File: src/rtl/array_element_reader.sv
// Streaming reader for a flattened register-file array.
// A start pulse snapshots the whole array, then one element is emitted per accepted
// handshake in ascending index order. The OR of every emitted element is published
// on or_result when the final element transfers.
module array_element_reader #(
    parameter int unsigned ELEMENTS = 16,
    parameter int unsigned WIDTH    = 32
) (
    input  logic                        clock,
    input  logic                        clear,
    input  logic [ELEMENTS*WIDTH-1:0]   array,
    input  logic                        start,
    input  logic                        ready,
    output logic                        valid,
    output logic [WIDTH-1:0]            element,
    output logic [$clog2(ELEMENTS)-1:0] index,
    output logic                        last,
    output logic                        busy,
    output logic                        done,
    output logic [WIDTH-1:0]            or_result
);

    localparam int unsigned IdxW = $clog2(ELEMENTS);
    localparam logic [IdxW-1:0] LastIdx = IdxW'(ELEMENTS - 1);

    typedef enum logic {
        StIdle,
        StStream
    } state_e;

    state_e            state_q, state_d;
    logic [IdxW-1:0]   idx_q, idx_d;
    logic [WIDTH-1:0]  acc_q, acc_d;
    logic [WIDTH-1:0]  or_q, or_d;
    logic              done_q, done_d;
    logic              capture;
    logic [WIDTH-1:0]  snap_q [ELEMENTS];
    logic [WIDTH-1:0]  cur_elem;

    // Element currently addressed in the snapshot.
    assign cur_elem = snap_q[idx_q];

    // Next-state logic: capture on start, advance on each accepted transfer.
    always_comb begin
        state_d = state_q;
        idx_d   = idx_q;
        acc_d   = acc_q;
        or_d    = or_q;
        done_d  = 1'b0;
        capture = 1'b0;
        case (state_q)
            StIdle: begin
                if (start) begin
                    capture = 1'b1;
                    idx_d   = '0;
                    acc_d   = '0;
                    state_d = StStream;
                end
            end
            StStream: begin
                if (ready) begin
                    acc_d = acc_q | cur_elem;
                    if (idx_q == LastIdx) begin
                        // Publish the accumulator including the final element.
                        or_d    = acc_q | cur_elem;
                        done_d  = 1'b1;
                        idx_d   = '0;
                        state_d = StIdle;
                    end else begin
                        idx_d = idx_q + IdxW'(1);
                    end
                end
            end
            default: state_d = StIdle;
        endcase
    end

    // Control and result registers; clear overrides everything.
    always_ff @(posedge clock) begin
        if (clear) begin
            state_q <= StIdle;
            idx_q   <= '0;
            acc_q   <= '0;
            or_q    <= '0;
            done_q  <= 1'b0;
        end else begin
            state_q <= state_d;
            idx_q   <= idx_d;
            acc_q   <= acc_d;
            or_q    <= or_d;
            done_q  <= done_d;
        end
    end

    // Snapshot registers, loaded only when a stream is accepted.
    always_ff @(posedge clock) begin
        if (clear) begin
            for (int i = 0; i < int'(ELEMENTS); i++) begin
                snap_q[i] <= '0;
            end
        end else if (capture) begin
            for (int i = 0; i < int'(ELEMENTS); i++) begin
                snap_q[i] <= array[i*WIDTH +: WIDTH];
            end
        end
    end

    assign valid     = (state_q == StStream);
    assign busy      = valid;
    assign element   = valid ? cur_elem : '0;
    assign index     = valid ? idx_q : '0;
    assign last      = valid && (idx_q == LastIdx);
    assign done      = done_q;
    assign or_result = or_q;

endmodule

File: config.mk
export PLATFORM = sky130hd
export DESIGN_NAME = array_element_reader
export DESIGN_NICKNAME = d
export VERILOG_FILES = /design/src/rtl/array_element_reader.sv
export SDC_FILE = /design/constraint.sdc
export NUM_CORES = 1
export LEC_CHECK = 0
export CAP_MARGIN = 20
export CORE_ASPECT_RATIO = 0.6
export CORE_UTILIZATION = 42
export CTS_CLUSTER_DIAMETER = 120
export DETAILED_ROUTE_END_ITERATION = 16
export PLACE_DENSITY_LB_ADDON = 0.1
export SLEW_MARGIN = 5
export SYNTH_ARGS = -nofsm -noshare
export SYNTH_HDL_FRONTEND = slang
export SYNTH_SLANG_ARGS = --single-unit
File: constraint.sdc
create_clock -name clock -period 15.6 [get_ports clock]
set_input_delay 3.12 -clock clock [delete_from_list [all_inputs] [get_ports clock]]
set_output_delay 3.12 -clock clock [all_outputs]
set_load 0.01 [all_outputs]
==> flow_metrics.tcl <==
set metrics [dict create \
    root_buffer "clkbuf_16" \
    ant_nets 0 \
    vdd_drop_max_mv 0.0773 \
    clk_pin_slew_ns 0.07 \
    multi_input_area_mm2 0.00827 \
    syn2layout_area_growth_pct 32.4 \
    yosys_warnings 0 \
    seq_area_mm2 0.0169 \
    fillCellCount 4839 \
    synth_edf_count 512 \
    yosysSeqAreaShare_pct 65.7 \
    globalplace.congestion 0.859 \
    cp_max_fo 47 \
    fmax_mhz 136 \
    clock_path_buffers 3 \
    setup_slack_ns 8.22 \
    nets 2731 \
    dr_total_vias 15600 \
    port_buffers 587 \
    grt_usage_pct 22.4 \
    start_util_pct 42.9 \
    hold_path.class "reg2reg" \
    place_worst_setup_slack_ns 8.55 \
    fin_tns_setup_ns 0 \
    p_leak_nw 12.1 \
    first_iter_violations 1005 \
    syn_inst 1669 \
    die_w_um 321 \
    pin_count 588 \
    crit_required_ns 12.48 \
    rows 69 \
    drt_wl_total_mm 70.1 \
    startpoint_type "flop" \
    grt_pass1_vias 16500 \
    ys_ff_latch 586 \
    clock-sinks 586 \
    cap_viol_max_count 0 \
    finalHoldViolations 0 \
    clock_latency_ns 0.60 \
    hold_ws_ns 0.437 \
    crit_type "reg2out" \
    rsz0062_at_grt "false" \
    finalSetupViolations 0 \
    cts-hold-fix-buffers 0 \
    async_flop_share_pct 0 \
    fin_crit_sh_pct 47.3 \
    drive_gt1_share_pct 10.6 \
    ys.flop_type "edfxtp_1" \
    power_density_mw_per_mm2 103 \
    wl_per_cell_um 22.8 \
    crit_arrival_ns 4.26 \
    post-cts-setup-buffers 0 \
    cts_tree "done" \
    ctsHtreeMaxLevel 2 \
    dieHeight_um 194 \
    hpwl_mm 48.1 \
    dieArea_mm2 0.0621 \
    viasPerCell 5.06 \
    dr.pass1.iters 5 \
    synth.distinct_cells 28 \
    drc_errors 0 \
    antenna_found_initial 9 \
    grt_pass1_wl_mm 103 \
    period_minus_slack_ns 7.38 \
    status "finished clean" \
    synth_nets 2186 \
    cts_resized 0 \
    tightestPinTransition_ns 1.09 \
    slew_violations 0 \
    clock-skew-final_ns 0.0146 \
    grt_max_degree 245 \
    slew_headroom_pct 27.5 \
    core_mm2 0.0598 \
    numCtsBuffers 55 \
    grt_overflow 0 \
    syn_area_mm2 0.0257 \
    avgSynthCellArea_um2 15.4 \
    end_kind "output pin" \
]
final timing paths:
| kind | start | end | slack [ns] | cells after the start |
|---|---|---|---|---|
| setup / recovery | flop | element[15] | 8.22 | 6 |
| hold / removal | or_result[9] | or_result[9] | 0.44 | 2 |
| setup reg to reg | busy | snap_q[12][25] | 11.45 | 6 |
| hold reg to reg | or_result[9] | or_result[9] | 0.44 | 2 |
cells by family (layout without fill, tap and decap cells):
group	Yosys count	in the layout	synth area share, %
AOI/OAI and AO/OA	75	75	1.97
muxes	225	225	15.0
adders and majority gates	1	1	0.0487
other	0	5	0
and+or+nand+nor	661	661	15.1
DFF	586	586	65.7
buffers and inverters	121	712	2.26
power breakdown:
part	switching [mW]	internal [mW]	total, mW
clock network	0.583	0.721	1.30
logic	0.136	0.196	0.332
registers	0.0347	1.82	1.86
per-stage QoR:
| stage | utilization (%) | std cells | cell area, um^2 | total power [mW] |
|---|---|---|---|---|
| after floorplan | - | 1669 | 25700 | 2.05 |
| after global placement | 53.8 | 2971 | 32200 | 2.22 |
| after detailed placement | 53.8 | 2971 | 32200 | 2.23 |
| after CTS | 56.7 | 3074 | 33900 | 3.53 |
| after global routing | 56.8 | 3080 | 34000 | 3.61 |
| final | 56.8 | 3081 | 34000 | 3.49 |
metal layers:
layer / wire length (um) / global-route usage [%]
met5: 44 / 0
met4: 1200 / 4.89
met3: 4100 / 5.11
met2: 36600 / 39.4
met1: 28200 / 28.0
critical path, stage by stage (launching register included):
cell,delay (ns)
dfxtp_4,0.85
buf_4,0.87
mux4_2,0.59
mux2i_1,0.34
mux2i_1,0.16
and2_1,0.20
clkdlybuf4s50_1,0.60
synthesized netlist by cell type (9+ instances only):
cell type | number | share of area (%)
and2_1 | 355 | 8.7
buf_1 | 10 | 0.15
buf_2 | 13 | 0.25
buf_6 | 14 | 0.61
clkbuf_1 | 80 | 1.2
dfxtp_1 | 74 | 5.8
edfxtp_1 | 512 | 60
mux2i_1 | 97 | 3.8
mux4_2 | 128 | 11
nand2_1 | 99 | 1.4
nor2_1 | 9 | 0.13
nor2b_1 | 192 | 4.7
o21ai_1 | 32 | 0.62
o221ai_1 | 32 | 1.1
final cells by class:
cell class / count / area share [%]
diodes: 5 / 0.0368
clock buffers: 72 / 4.50
clock inverters: 31 / 0.567
inverters: 3 / 0.0552
multi-input cells: 962 / 24.3
flip-flops and latches: 586 / 49.6
well taps: 816 / 3.00
repair buffers: 606 / 17.9
registers in the layout (all words and copies together) (netlist names), named ones only:
name,cells
acc_q,32
busy,1
done,1
idx_q,4
or_result,32
snap_q,512
cells in the final DEF, fill, tap and decap left out, types with 2 or more instances in the layout:
master           count
a21oi_1              4
and2_1             355
buf_12               2
buf_16               2
buf_4               15
bufinv_16            2
clkbuf_1             9
clkbuf_16           57
clkbuf_4             2
clkbuf_8             4
clkdlybuf4s50_1    586
clkinv_1            14
clkinv_2            13
clkinvlp_4           2
dfxtp_1             69
dfxtp_2              2
dfxtp_4              3
diode_2              5
edfxtp_1           512
inv_1                2
mux2i_1             97
mux4_2             128
nand2_1             98
nor2_1               8
nor2b_1            192
o21ai_0              2
o21ai_1             32
o221ai_1            32
No activity file was read; power rests on OpenSTA's default activity.
